===== config.mk =====
export PLATFORM = sky130hd
export DESIGN_NAME = mem_access
export DESIGN_NICKNAME = d
export VERILOG_FILES = /design/src/rtl/mem_access.sv
export SDC_FILE = /design/constraint.sdc
export NUM_CORES = 1
export LEC_CHECK = 0
export CAP_MARGIN = 20
export CORE_ASPECT_RATIO = 1.4
export CORE_MARGIN = 3
export CORE_UTILIZATION = 35
export DETAILED_ROUTE_END_ITERATION = 7
export GPL_TIMING_DRIVEN = 0
export SYNTH_ARGS = -nofsm -noshare
export SYNTH_HDL_FRONTEND = slang
export SYNTH_SLANG_ARGS = --single-unit
export TNS_END_PERCENT = 50

===== constraint.sdc =====
create_clock -name clk -period 3.98 [get_ports clk]
set_input_delay 0.398 -clock clk [delete_from_list [all_inputs] [get_ports clk]]
set_output_delay 0.398 -clock clk [all_outputs]
set_load 0.005 [all_outputs]

===== src/rtl/mem_access.sv =====
// Memory-access pipeline stage: serialises byte/half/word loads and stores onto a
// byte-wide RAM port, stalling the pipeline until the access completes.
module mem_access #(
  parameter logic [7:0] OP_LB  = 8'h20,
  parameter logic [7:0] OP_LH  = 8'h21,
  parameter logic [7:0] OP_LW  = 8'h22,
  parameter logic [7:0] OP_LBU = 8'h23,
  parameter logic [7:0] OP_LHU = 8'h24,
  parameter logic [7:0] OP_SB  = 8'h25,
  parameter logic [7:0] OP_SH  = 8'h26,
  parameter logic [7:0] OP_SW  = 8'h27
) (
  input  logic        clk,
  input  logic        rst,
  input  logic [7:0]  aluop_i,
  input  logic [31:0] mem_addr_i,
  input  logic [31:0] reg2_i,
  input  logic [31:0] wdata_i,
  input  logic [4:0]  rd_i,
  input  logic        wreg_i,
  output logic [4:0]  rd_o,
  output logic        wreg_o,
  output logic [31:0] wdata_o,
  output logic        stall_req_o,
  output logic [31:0] ram_addr_o,
  output logic        ram_wr_o,
  output logic [7:0]  ram_dout_o,
  input  logic [7:0]  ram_din_i
);

  typedef enum logic [1:0] {
    IDLE   = 2'd0,
    ACCESS = 2'd1,
    DONE   = 2'd2
  } state_t;

  state_t      state_r, state_s;
  logic [2:0]  k_r;
  logic [7:0]  op_r;
  logic [31:0] base_r;
  logic [31:0] sdata_r;
  logic [4:0]  rd_r;
  logic        wreg_r;
  logic [31:0] asm_r;
  logic [2:0]  n_s;
  logic [31:0] addr_k_s;
  logic [7:0]  store_byte_s;

  function automatic logic is_load_f(input logic [7:0] op);
    return (op == OP_LB) || (op == OP_LH) || (op == OP_LW) ||
           (op == OP_LBU) || (op == OP_LHU);
  endfunction

  function automatic logic is_store_f(input logic [7:0] op);
    return (op == OP_SB) || (op == OP_SH) || (op == OP_SW);
  endfunction

  function automatic logic [2:0] n_bytes_f(input logic [7:0] op);
    logic [2:0] n;
    case (op)
      OP_LB, OP_LBU, OP_SB: n = 3'd1;
      OP_LH, OP_LHU, OP_SH: n = 3'd2;
      default:              n = 3'd4;
    endcase
    return n;
  endfunction

  function automatic logic [31:0] extend_f(input logic [7:0] op, input logic [31:0] a);
    logic [31:0] r;
    case (op)
      OP_LB:   r = {{24{a[7]}}, a[7:0]};
      OP_LH:   r = {{16{a[15]}}, a[15:0]};
      OP_LBU:  r = {24'd0, a[7:0]};
      OP_LHU:  r = {16'd0, a[15:0]};
      default: r = a;
    endcase
    return r;
  endfunction

  function automatic logic [7:0] byte_sel_f(input logic [31:0] d, input logic [1:0] idx);
    logic [7:0] b;
    case (idx)
      2'd0:    b = d[7:0];
      2'd1:    b = d[15:8];
      2'd2:    b = d[23:16];
      default: b = d[31:24];
    endcase
    return b;
  endfunction

  assign n_s          = n_bytes_f(op_r);
  assign addr_k_s     = base_r + {29'd0, k_r};
  assign store_byte_s = byte_sel_f(sdata_r, k_r[1:0]);

  // Next-state and output decode; reset forces every output quiet in the same cycle.
  always_comb begin
    state_s     = state_r;
    stall_req_o = 1'b0;
    ram_wr_o    = 1'b0;
    ram_addr_o  = 32'd0;
    ram_dout_o  = 8'd0;
    rd_o        = 5'd0;
    wreg_o      = 1'b0;
    wdata_o     = 32'd0;
    if (rst) begin
      state_s = IDLE;
    end else begin
      case (state_r)
        IDLE: begin
          if (is_load_f(aluop_i) || is_store_f(aluop_i)) begin
            stall_req_o = 1'b1;
            state_s     = ACCESS;
          end else begin
            rd_o    = rd_i;
            wreg_o  = wreg_i;
            wdata_o = wdata_i;
          end
        end
        ACCESS: begin
          stall_req_o = 1'b1;
          if (is_store_f(op_r)) begin
            ram_wr_o   = 1'b1;
            ram_addr_o = addr_k_s;
            ram_dout_o = store_byte_s;
            state_s    = (k_r == n_s - 3'd1) ? DONE : ACCESS;
          end else begin
            // Loads run one extra cycle to collect the last byte's registered read data.
            ram_addr_o = (k_r < n_s) ? addr_k_s : 32'd0;
            state_s    = (k_r == n_s) ? DONE : ACCESS;
          end
        end
        DONE: begin
          state_s = IDLE;
          if (is_load_f(op_r)) begin
            rd_o    = rd_r;
            wreg_o  = wreg_r;
            wdata_o = extend_f(op_r, asm_r);
          end else begin
            rd_o    = 5'd0;
            wreg_o  = 1'b0;
            wdata_o = 32'd0;
          end
        end
        default: state_s = IDLE;
      endcase
    end
  end

  // State, byte counter, latched request and load-assembly registers.
  always_ff @(posedge clk) begin
    if (rst) begin
      state_r <= IDLE;
      k_r     <= 3'd0;
      op_r    <= 8'd0;
      base_r  <= 32'd0;
      sdata_r <= 32'd0;
      rd_r    <= 5'd0;
      wreg_r  <= 1'b0;
      asm_r   <= 32'd0;
    end else begin
      state_r <= state_s;
      case (state_r)
        IDLE: begin
          if (state_s == ACCESS) begin
            op_r    <= aluop_i;
            base_r  <= mem_addr_i;
            sdata_r <= reg2_i;
            rd_r    <= rd_i;
            wreg_r  <= wreg_i;
            k_r     <= 3'd0;
            asm_r   <= 32'd0;
          end
        end
        ACCESS: begin
          k_r <= k_r + 3'd1;
          if (is_load_f(op_r)) begin
            case (k_r)
              3'd1:    asm_r[7:0]   <= ram_din_i;
              3'd2:    asm_r[15:8]  <= ram_din_i;
              3'd3:    asm_r[23:16] <= ram_din_i;
              3'd4:    asm_r[31:24] <= ram_din_i;
              default: ;
            endcase
          end
        end
        default: ;
      endcase
    end
  end

endmodule


==> summary.txt <==
Hold Path Class = flop to flop
leak pwr = 3.15 nW
H-tree depth = 4
crit start category = flop
cell count after synthesis = 807
delay-heaviest family, CP = simple AND/OR/NAND/NOR gates
DR DRC count = 0
shortest period the worst path allows = 3.86 ns
Max Clock Freq = 259 MHz
CP max-delay cell = clkdlybuf4s50_1
CTS Root Cell = clkbuf_16
full die area = 19000 µm²
TritonRoute pass-1 iters = 5
Worst Skew = 0.00532 ns
area grow syn2layout = 50.0%
sequential share of the synthesized area = 38.0%
DIE WIDTH = 117 µm
Post-DRT Antenna Nets = 0
max-cap viol count = 0
critical path class = flop to output port
initial antenna violation count = 0
final setup vio count = 0
largest net degree at the start of global routing = 17
GP Congestion = 0.820
HP Start = sdata_r[4]
Slew headroom = 32.1%
Post-CTS Hold Buffers = 0
CP Capture Type = output port
core region area = 16900 µm²
ys async rst share = 0%
number of global-route vias before repair = 6246
Via-to-Cell Ratio = 5.05
Row Count = 56
slowest stage delay, CP = 0.53 ns
Multi-input gate area = 3530 µm²
routed wire length = 20200 µm
first-pass GRT wire length = 31800 µm
Slew Limit Fails = 0
post-DP HPWL = 15500 µm
crit share post-route = 97.0%
Reg area = 2310 µm²
clk_lat worst skew = 0.42 ns
Yosys cell types = 55
crit-path max FO = 10
number of fill cells = 1679
DRT iter0 DRCs = 333
Post-Syn Area = 6060 µm²
Post-synth EDFFs = 0
power density cells = 342 nW/µm²
boundary pin count = 200
die span in y = 162 µm
post-DR wirelength/cell = 15.9 µm
CTS Sinks = 115
# port buffers = 198
synth warn = 0
critical path required time = 3.58 ns
main flop type after synthesis = dfxtp_1
CP Buf/Inv Count = 2
clock tree buffer depth = 2
via count = 6429
overall power = 3.11 mW
worst path cell trace = nor4b_4 -> and2_4 -> o211ai_1 -> ha_2 -> or3_4 -> ha_4 -> a221oi_2 -> o21ai_2 -> buf_8 -> nor3_2 -> clkdlybuf4s50_1
Final Net Count = 1161
WHS = 0.456 ns
CTS tree = done
crit path launch = op_r[4]
commonest non-fill, non-tap cell in the layout = clkdlybuf4s50_1
worst-margin pin slew = 1.00 ns
post-synthesis register bit count = 115
grt ovf = 0
clock-pin slew on the worst setup and hold paths = 0.05 ns
CP Data Arrival Time = 3.46 ns
antenna diode count = 0
VDD IR max = 238 µV
final hold violation count = 0
syn avg cell area = 7.51 µm²
status = finished clean
Starting Density = 35.9%
commonest cells after routing, fill and taps aside = 195 x clkdlybuf4s50_1, 181 x nand2_1, 115 x a21oi_1, 112 x dfxtp_1, 83 x nor2_1
layout cells sized above 1 = 6.72%
TritonCTS Buffers = 17
RSZ-0062 raised after global routing = true
placed cell areas = 8340 µm²
Synth Net Count = 940
r2r startpoint = op_r[4]
Total GRT Usage = 21.3%
Finished Cell Area = 9100 µm²
-- worst min-delay path, stage by stage (launching register included) --
cell     delay (ns)
dfxtp_1        0.31
nand2_1        0.05
a21oi_1        0.05
-- cell usage after synthesis, types with 5 or more instances --
cell type / instances / share of area [%]
dfxtp_1: 115 / 38
nand3_1: 12 / 0.99
ha_1: 12 / 2.5
a32o_1: 7 / 1.2
a22o_1: 16 / 2.3
a22oi_1: 15 / 1.9
clkbuf_1: 49 / 3.0
a222oi_1: 8 / 1.3
o21ai_0: 23 / 1.9
nand4_1: 8 / 0.83
nor2_1: 85 / 5.3
or3_1: 7 / 0.72
inv_1: 14 / 0.87
and4_1: 5 / 0.72
mux2i_1: 19 / 3.1
xnor2_1: 7 / 1.0
nor3_1: 9 / 0.74
nand2_1: 181 / 11
o2bb2ai_1: 7 / 1.0
and3_1: 6 / 0.62
a21oi_1: 115 / 9.5
and2_1: 14 / 1.4
xor2_1: 14 / 2.0
buf_2: 8 / 0.66
-- through the flow --
stage	instances	util, %	setup TNS [ns]	setup WS (ns)
after global placement	1237	49.4	-2.07	-0.239
after CTS	1270	53.5	-0.0238	-0.0196
after global routing	1273	53.9	-0.288	-0.0431
final	1273	53.9	0	0.119
after detailed placement	1237	49.4	-0.827	-0.172
after floorplan	807	-	0	0.870
-- registers in the layout (all words and copies together), names as in the netlist --
| register | count |
|---|---|
| wreg_r | 1 |
| k_r | 3 |
| base_r | 32 |
| rd_r | 5 |
| asm_r | 32 |
| sdata_r | 32 |
| state_r | 2 |
| op_r | 8 |
-- worst paths after layout --
check | slack [ns] | depth (start not counted) | endpoint
max | 0.12 | 11 | ram_addr_o[3]
min | 0.46 | 2 | sdata_r[4]
max reg2reg | 1.47 | 10 | state_r[0]
min reg2reg | 0.46 | 2 | sdata_r[4]
-- final cells by class --
type,count,share of cell area (%)
buffer,57,2.70
clock buffer,23,5.36
clock inverter,9,1.65
inverter,14,0.578
multi-input combinational,619,38.8
sequential,115,25.4
tap,232,3.19
timing repair buffer,204,22.4
-- power breakdown --
group          leakage [nW]  internal, mW  switching [mW]
sequential            0.929          1.16         0.00872
combinational          1.91         0.178           0.117
clock                 0.309          1.11           0.538
total                  3.15          2.45           0.664
-- metal layers --
layer,part of all wire [%],vias up,track usage (%)
li1,-,3262,-
met1,42,2965,25.6
met2,51,169,36.9
met3,4.5,33,5.07
met4,2.5,0,7.15
met5,0,-,0
-- logic make-up after synthesis --
kind of cell	after synthesis	share of synthesized area, %
DFF	115	38.0
xor gates and xnor gates	21	3.03
adders and majority gates	14	2.97
and+or+nand+nor	349	25.6
buffers and inverters	73	4.68
muxes	20	3.32
AOI/OAI and AO/OA	215	22.5
-- what timing repair did --
action,4_1_cts,5_1_grt
resized for setup,17,12
endpoints found under the setup margin,32,32
pin swaps,3,4
buffers inserted,3,3
No activity file was read; power rests on OpenSTA's default activity.
